===== config.mk =====
export PLATFORM = sky130hd
export DESIGN_NAME = ternary_mac_array_flat
export DESIGN_NICKNAME = d
export VERILOG_FILES = /design/src/rtl/ternary_mac_array_pkg.sv /design/src/rtl/ternary_mac_array_if.sv /design/src/rtl/ternary_mac_cell.sv /design/src/rtl/ternary_mac_array.sv /design/src/flat_wrapper.sv
export SDC_FILE = /design/constraint.sdc
export NUM_CORES = 1
export LEC_CHECK = 0
export BUFFER_PORTS_ARGS = -buffer_cell sky130_fd_sc_hd__buf_4
export CAP_MARGIN = 20
export CORE_UTILIZATION = 55
export CTS_CLUSTER_DIAMETER = 30
export CTS_CLUSTER_SIZE = 16
export DETAILED_ROUTE_END_ITERATION = 10
export GPL_TIMING_DRIVEN = 0
export PLACE_DENSITY = 0.75
export SYNTH_ARGS = -nofsm -noshare
export SYNTH_HDL_FRONTEND = slang
export SYNTH_HIERARCHICAL = 1
export SYNTH_SLANG_ARGS = --single-unit
export TNS_END_PERCENT = 10

===== constraint.sdc =====
create_clock -name clk -period 3.69 [get_ports clk]
set_input_delay 0.738 -clock clk [delete_from_list [all_inputs] [get_ports clk]]
set_output_delay 0.738 -clock clk [all_outputs]
set_load 0.005 [all_outputs]

===== src/rtl/ternary_mac_array_pkg.sv =====
// Shared types and helpers for the ternary MAC tile: weight codes, output
// FSM states and the readout post-processing (shift, ReLU, saturate).
package ternary_pkg;

  localparam logic [1:0] W_ZERO = 2'b00;
  localparam logic [1:0] W_POS  = 2'b01;
  // Any code with bit 1 set decodes to -1.

  typedef enum logic {S_IDLE, S_STREAM} state_t;

  // Arithmetic right shift, optional clamp of negatives to zero, then
  // saturation to a signed out_w-bit range. Operands fit in 32 bits.
  function automatic int post_proc(input int x, input int sh,
                                   input logic relu, input int out_w);
    int y;
    int hi;
    int lo;
    y  = x >>> sh;
    if (relu && (y < 0)) y = 0;
    hi = (1 << (out_w - 1)) - 1;
    lo = -(1 << (out_w - 1));
    if (y > hi)      y = hi;
    else if (y < lo) y = lo;
    return y;
  endfunction

endpackage


===== src/rtl/ternary_mac_array_if.sv =====
// Input stream, readout control and output stream of the ternary MAC tile.
interface ternary_mac_array_if #(
  parameter int ROWS    = 4,
  parameter int COLS    = 2,
  parameter int IN_W    = 8,
  parameter int OUT_W   = 8,
  parameter int SHIFT_W = 4
);
  logic                 in_valid;
  logic [2*ROWS-1:0]    weights;
  logic [COLS*IN_W-1:0] acts;
  logic                 readout_req;
  logic [SHIFT_W-1:0]   shift_amt;
  logic                 relu_en;
  logic                 readout_ack;
  logic                 out_valid;
  logic                 out_ready;
  logic [OUT_W-1:0]     out_data;
  logic                 out_last;
  logic                 busy;

  modport master (
    output in_valid, weights, acts, readout_req, shift_amt, relu_en, out_ready,
    input  readout_ack, out_valid, out_data, out_last, busy
  );

  modport slave (
    input  in_valid, weights, acts, readout_req, shift_amt, relu_en, out_ready,
    output readout_ack, out_valid, out_data, out_last, busy
  );
endinterface


===== src/rtl/ternary_mac_cell.sv =====
// One ternary-weight accumulator. o_next is the value the accumulator would
// take this cycle, so the tile can snapshot it while clearing.
module ternary_mac_cell
  import ternary_pkg::*;
#(
  parameter int IN_W  = 8,
  parameter int ACC_W = 17
) (
  input  logic             clk,
  input  logic             reset,
  input  logic             i_en,
  input  logic             i_clr,
  input  logic [1:0]       i_w,
  input  logic [IN_W-1:0]  i_act,
  output logic [ACC_W-1:0] o_next
);
  logic [ACC_W-1:0] r_acc;
  logic [ACC_W-1:0] w_act;
  logic [ACC_W-1:0] w_prod;

  assign w_act = {{(ACC_W-IN_W){i_act[IN_W-1]}}, i_act};

  // Ternary decode: zero, pass or negate the sign-extended activation.
  always_comb begin
    w_prod = '0;
    if (i_w == W_POS)  w_prod = w_act;
    else if (i_w[1])   w_prod = -w_act;
  end

  assign o_next = i_en ? (r_acc + w_prod) : r_acc;

  // Accumulate (wrapping) or clear when the tile is snapshotted.
  always_ff @(posedge clk) begin
    if (reset || i_clr) r_acc <= '0;
    else                r_acc <= o_next;
  end
endmodule


===== src/rtl/ternary_mac_array.sv =====
// ROWS x COLS ternary MAC tile with snapshot-and-clear readout and a
// valid/ready result stream (row-major order) with shift/ReLU/saturation.
module ternary_mac_array
  import ternary_pkg::*;
#(
  parameter int ROWS    = 4,
  parameter int COLS    = 2,
  parameter int IN_W    = 8,
  parameter int ACC_W   = 17,
  parameter int OUT_W   = 8,
  parameter int SHIFT_W = 4
) (
  input logic clk,
  input logic reset,
  ternary_mac_array_if.slave bus
);
  localparam int N     = ROWS * COLS;
  localparam int IDX_W = (N > 1) ? $clog2(N) : 1;

  state_t                    r_state, w_state_nxt;
  logic [IDX_W-1:0]          r_idx, w_idx_nxt;
  logic [N-1:0][ACC_W-1:0]   w_next;
  logic [N-1:0][ACC_W-1:0]   r_buf;
  logic [SHIFT_W-1:0]        r_shift;
  logic                      r_relu;
  logic                      w_busy, w_accept, w_last;

  for (genvar r = 0; r < ROWS; r++) begin : g_row
    for (genvar c = 0; c < COLS; c++) begin : g_col
      ternary_mac_cell #(.IN_W(IN_W), .ACC_W(ACC_W)) u_cell (
        .clk    (clk),
        .reset  (reset),
        .i_en   (bus.in_valid),
        .i_clr  (w_accept),
        .i_w    (bus.weights[2*r +: 2]),
        .i_act  (bus.acts[c*IN_W +: IN_W]),
        .o_next (w_next[r*COLS+c])
      );
    end
  end

  assign w_busy   = (r_state == S_STREAM);
  assign w_accept = bus.readout_req & ~w_busy & ~reset;
  assign w_last   = (r_idx == IDX_W'(N-1));

  // Snapshot the post-update accumulators and the readout settings.
  always_ff @(posedge clk) begin
    if (reset) begin
      r_buf   <= '0;
      r_shift <= '0;
      r_relu  <= 1'b0;
    end else if (w_accept) begin
      r_buf   <= w_next;
      r_shift <= bus.shift_amt;
      r_relu  <= bus.relu_en;
    end
  end

  // Output FSM state and stream index registers.
  always_ff @(posedge clk) begin
    if (reset) begin
      r_state <= S_IDLE;
      r_idx   <= '0;
    end else begin
      r_state <= w_state_nxt;
      r_idx   <= w_idx_nxt;
    end
  end

  // Next state: start on accept, advance the index on each transfer.
  always_comb begin
    w_state_nxt = r_state;
    w_idx_nxt   = r_idx;
    case (r_state)
      S_IDLE: if (w_accept) begin
        w_state_nxt = S_STREAM;
        w_idx_nxt   = '0;
      end
      S_STREAM: if (bus.out_ready) begin
        if (w_last) w_state_nxt = S_IDLE;
        else        w_idx_nxt   = r_idx + 1'b1;
      end
      default: w_state_nxt = S_IDLE;
    endcase
  end

  assign bus.readout_ack = w_accept;
  assign bus.out_valid   = w_busy;
  assign bus.busy        = w_busy;
  assign bus.out_last    = w_busy & w_last;
  assign bus.out_data    = OUT_W'(post_proc(int'($signed(r_buf[r_idx])),
                                            int'(r_shift), r_relu, OUT_W));
endmodule


===== src/flat_wrapper.sv =====
// flat-port wrapper written by rule: the top's interface ports become plain ports
module ternary_mac_array_flat import ternary_pkg::*;
#(
  parameter int ROWS    = 4,
  parameter int COLS    = 2,
  parameter int IN_W    = 8,
  parameter int ACC_W   = 17,
  parameter int OUT_W   = 8,
  parameter int SHIFT_W = 4
)
  (clk, reset, bus_in_valid, bus_weights, bus_acts, bus_readout_req, bus_shift_amt, bus_relu_en, bus_out_ready, bus_readout_ack, bus_out_valid, bus_out_data, bus_out_last, bus_busy);
  ternary_mac_array_if #(.ROWS(ROWS), .COLS(COLS), .IN_W(IN_W), .OUT_W(OUT_W), .SHIFT_W(SHIFT_W)) bus_i ();
  input logic clk;
  input logic reset;
  input wire logic [$bits(bus_i.in_valid)-1:0] bus_in_valid;
  input wire logic [$bits(bus_i.weights)-1:0] bus_weights;
  input wire logic [$bits(bus_i.acts)-1:0] bus_acts;
  input wire logic [$bits(bus_i.readout_req)-1:0] bus_readout_req;
  input wire logic [$bits(bus_i.shift_amt)-1:0] bus_shift_amt;
  input wire logic [$bits(bus_i.relu_en)-1:0] bus_relu_en;
  input wire logic [$bits(bus_i.out_ready)-1:0] bus_out_ready;
  output wire logic [$bits(bus_i.readout_ack)-1:0] bus_readout_ack;
  output wire logic [$bits(bus_i.out_valid)-1:0] bus_out_valid;
  output wire logic [$bits(bus_i.out_data)-1:0] bus_out_data;
  output wire logic [$bits(bus_i.out_last)-1:0] bus_out_last;
  output wire logic [$bits(bus_i.busy)-1:0] bus_busy;
  assign bus_i.in_valid = bus_in_valid;
  assign bus_i.weights = bus_weights;
  assign bus_i.acts = bus_acts;
  assign bus_i.readout_req = bus_readout_req;
  assign bus_i.shift_amt = bus_shift_amt;
  assign bus_i.relu_en = bus_relu_en;
  assign bus_i.out_ready = bus_out_ready;
  assign bus_readout_ack = bus_i.readout_ack;
  assign bus_out_valid = bus_i.out_valid;
  assign bus_out_data = bus_i.out_data;
  assign bus_out_last = bus_i.out_last;
  assign bus_busy = bus_i.busy;
  ternary_mac_array #(.ROWS(ROWS), .COLS(COLS), .IN_W(IN_W), .ACC_W(ACC_W), .OUT_W(OUT_W), .SHIFT_W(SHIFT_W)) u_core (.clk(clk), .reset(reset), .bus(bus_i));
endmodule

==> results.env <==
ROUTE.ANTENNA.REMAINING_NETS=0
GRT_USE_TOTAL=0.330
DIEAREA_UM2=41600
WORSTREG2REGEND='u_core/r_buf[32]'
SYNTH.DISTINCT_CELLS=89
INITIAL_ANTENNA_VIOLATION_COUNT=3
SYNTHDOMINANTAREACELLTYPE='sky130_fd_sc_hd__dfxtp_1'
CRITICAL_PATH.CELL_CHAIN='buf_8, mux4_2, mux2_4, mux4_2, or3_1, o41a_1, o211ai_4, o211ai_1, buf_4'
YOSYS_WARNINGS=6
TOP_LAYER='met5'
DESIGN.CORE.AREA_UM2=40000
PATH_COMMON_CELL='sky130_fd_sc_hd__mux4_2'
LEAKAGE_nW=11.2
DR_TOTAL_VIAS=21570
RSZ_0062_RAISED_AFTER_GLOBAL_ROUTING='yes'
ARRIVAL_NS=3.60
TIGHTESTPINTRANSITION_NS=0.753
SETUP_SLACK_NS=-0.648
CLOCK_BUFFER_DEPTH=3
PLACEDCELLCOUNT=3392
GRT_FIRST_PASS_WIRELENGTH_UM=109000
DRT_ITER0_MARKERS=1990
CHIPHEIGHT_UM=204
SYNTH.AREA.TOP_CELLS='sky130_fd_sc_hd__dfxtp_1 25%, sky130_fd_sc_hd__ha_1 9.0%, sky130_fd_sc_hd__nand2_1 7.7%'
GP_ROUTABILITY_CONGESTION=0.962
WL_MET1_UM=31300
PORTBUFFERS=37
NUM-NETS-FINAL=3157
CRITICAL_PATH.REG2REG.STARTPOINT='u_core/bus.busy'
HTREE_NUM_LEVELS=2
CRIT_PATH_END='bus_out_data[5]'
POST-ROUTE-PERIOD-UTIL=1.18
WORST_PATH_LARGEST_CELL_DELAY_NS=0.58
POST_DRT_VIA_CELL_RATIO=6.11
OUTCOME='finished, violations left'
COMMONEST_NON_FILL_NON_TAP_CELL_IN_THE_LAYOUT='sky130_fd_sc_hd__nand2_1'
POST_SYNTHESIS_CELL_COUNT=2829
INSERTION_DELAY_NS=0.60
SYN_NETS=3033
R2R.WORST_PATH.CELLS=7
PINS_OVER_SLEW_LIMIT=0
INITIAL_CORE_UTIL=0.561
CLK_SKEW_NS=0.0129
TOTALNEGATIVESETUPSLACK_NS=-4.82
MAXIMUM_FANOUT_ENCOUNTERED_ON_THE_CRITICAL_TIMING_PATH=7
SYNTH_ENABLE_FLOP_CELLS=0
GRT_PASS1_VIAS=20301
TIMING.CRITICAL_PATH.BUF_INV=2
CHIPWIDTH_UM=204
CTS_BUFFERS=61
DRT_DRC_VIOLATIONS_LEFT=0
HOLD_VIOL=0
FIN_HOLD_WS_NS=0.347
FINALSETUPVIOLATIONS=13
MAX_CAP_VIOLATIONS=0
CRIT_START='u_core/r_idx[1]'
SYNTHTOLAYOUTAREAGROWTH_PCT=16.6
MIN_PATH_TYPE='in -> reg'
AVGROUTEDWIREPERCELL_UM=19.6
DP.FINAL_HPWL_UM=52200
IR_DROP_WORST_CASE_VDD_uV=543
MET2_LENGTH_UM=30900
CRITICAL_PATH.ENDPOINT_TYPE='primary output'
PRECTSSETUPSLACK_NS=-0.920
SYN_AREA_UM2=22400
GRT_MAX_DEGREE=29
DESIGN_POWER_TOTAL_mW=12.2
GLOBAL_ROUTE.OVERFLOW_TOTAL=0
PATH_DEPTH=9
SYNTH-SEQ-AREA-SHARE=0.251
REQUIRED_TIME_OF_THE_CRITICAL_PATH_NS=2.95
REG2REG_SETUP_SLACK_NS=0.77
SLEW-LIMIT-HEADROOM=0.498
POSTSYNTH.ASYNCRESETSHARE=0
VIOLATIONS='setup timing'
MAXCLOCKFREQUENCY_GHz=0.231
POWERDENSITY_nW_PER_UM2=465
YOSYS_MOST_USED_DFF='sky130_fd_sc_hd__dfxtp_1'
SYNTH_SEQ_CELLS=281
FINAL.MIN_CLOCK_PERIOD_NS=4.34
DRT-PASS1-ITER-COUNT=6
CTS_TREE='built'
PATH_CLK_SLEW_NS=0.05
IOS=46
POST_SYNTH.CELL_AREA_AVG_UM2=7.93
CTS_NUM_SINKS=281
CTS.ROOT.BUFFER_CELL='sky130_fd_sc_hd__clkbuf_16'
TYPE_OF_THE_WORST_SETUP_PATH='reg -> out'
HOLD_FIX_BUFFERS_AT_CTS=0
SYNTHDOMINANTCELLAREASHARE=0.251
FLOORPLAN.ROWS=73
FINAL_CELL_COUNT_NO_FILL=3530
CRITICAL-PATH-TOP-DELAY-FAMILY='multiplexers'
START_KIND='register'
LAYOUT-DRIVE-GT1-SHARE=0.145
CRIT_SLOWEST_CELL='sky130_fd_sc_hd__mux4_2'
WL_MET3_UM=5170
LAYOUT.CELLS.MOST_COMMON_LIST='462 x sky130_fd_sc_hd__nand2_1, 279 x sky130_fd_sc_hd__dfxtp_1, 278 x sky130_fd_sc_hd__o21ai_0, 203 x sky130_fd_sc_hd__nand2b_1, 161 x sky130_fd_sc_hd__a21oi_1'
POSTROUTEWIRELENGTH_UM=69300
-- worst min-delay path: stages --
cell and delay [ns]:
sky130_fd_sc_hd__buf_4 0.08, sky130_fd_sc_hd__nand2_1 0.04, sky130_fd_sc_hd__o31ai_1 0.05
-- report_power, final --
part	total, mW	switching (mW)	internal [mW]
clock	5.70	1.90	3.81
combinational	2.95	1.73	1.22
sequential	3.50	0.198	3.30
-- cell families after synthesis --
family                     synth area share
and+or+nand+nor                       0.257
adders and majority gates            0.0975
buffers and inverters                0.0424
AOI/OAI and AO/OA                     0.199
xor gates and xnor gates             0.0344
DFF                                   0.251
muxes                                 0.118
-- sequential cells by signal, summed over array words and instances (netlist names) --
register,cells
u_core/bus.busy,1
u_core/g_row.g_col.u_cell/r_acc,136
u_core/r_buf,136
u_core/r_idx,3
u_core/r_shift,4
u_core/r_relu,1
-- final cells by class --
type	count	area [µm²]
repair buffers	61	519
diodes	3	7.51
clock inverters	36	493
fillers	3405	13800
flip-flops and latches	281	5630
multi-input cells	2312	16200
inverters	90	340
clock buffers	76	1670
well taps	525	657
plain buffers	146	678
-- Yosys cell counts (10+ instances only) --
cell type / instances
sky130_fd_sc_hd__nand2_1: 462
sky130_fd_sc_hd__dfxtp_1: 281
sky130_fd_sc_hd__o21ai_0: 281
sky130_fd_sc_hd__nand2b_1: 203
sky130_fd_sc_hd__a21oi_1: 170
sky130_fd_sc_hd__ha_1: 162
sky130_fd_sc_hd__clkbuf_1: 109
sky130_fd_sc_hd__nor2_1: 107
sky130_fd_sc_hd__nand3_1: 89
sky130_fd_sc_hd__inv_1: 86
sky130_fd_sc_hd__mux2_2: 76
sky130_fd_sc_hd__and2_1: 71
sky130_fd_sc_hd__mux2i_1: 65
sky130_fd_sc_hd__xnor2_1: 57
sky130_fd_sc_hd__a21o_1: 41
sky130_fd_sc_hd__mux4_2: 39
sky130_fd_sc_hd__nor3_1: 39
sky130_fd_sc_hd__and3_1: 34
sky130_fd_sc_hd__xor2_1: 31
sky130_fd_sc_hd__or3_1: 28
sky130_fd_sc_hd__o31ai_1: 24
sky130_fd_sc_hd__nand3b_1: 22
sky130_fd_sc_hd__o211ai_1: 22
sky130_fd_sc_hd__a31oi_1: 19
sky130_fd_sc_hd__nor2b_1: 18
sky130_fd_sc_hd__buf_2: 15
sky130_fd_sc_hd__buf_1: 14
sky130_fd_sc_hd__o21bai_1: 13
sky130_fd_sc_hd__or2_2: 13
sky130_fd_sc_hd__nand4_1: 12
sky130_fd_sc_hd__a211oi_1: 10
sky130_fd_sc_hd__a41oi_1: 10
-- per-layer routing --
metal	global-route usage	up-vias
li1	-	10357
met1	0.456	10253
met2	0.523	825
met3	0.0474	131
met4	0.115	4
met5	0	-
-- per-stage QoR --
step | utilization | area (µm²)
detailed placement | 0.585 | 23400
finish | 0.654 | 26200
global placement | 0.584 | 23400
CTS | 0.651 | 26000
floorplan | - | 22400
global route | 0.654 | 26100
-- how the worst min path moves through the flow --
stage / end / from / depth (start not counted)
after CTS: u_core/bus.busy / bus_out_ready / 2
after global placement: u_core/r_buf[95] / u_core/r_buf[95] / 2
after floorplan: u_core/r_buf[31] / u_core/r_buf[31] / 2
after global routing: u_core/bus.busy / bus_out_ready / 2
final: u_core/r_shift[3] / bus_shift_amt[3] / 3
after detailed placement: u_core/r_buf[71] / u_core/r_buf[71] / 2
-- repair_timing --
action / CTS / global route
pin swaps: 9 / 10
setup buffers: 17 / 3
gates resized for setup: 72 / 37
endpoints found under the setup margin: 20 / 44
gates cloned: 4 / 0
(Power assumes the default switching activity.)
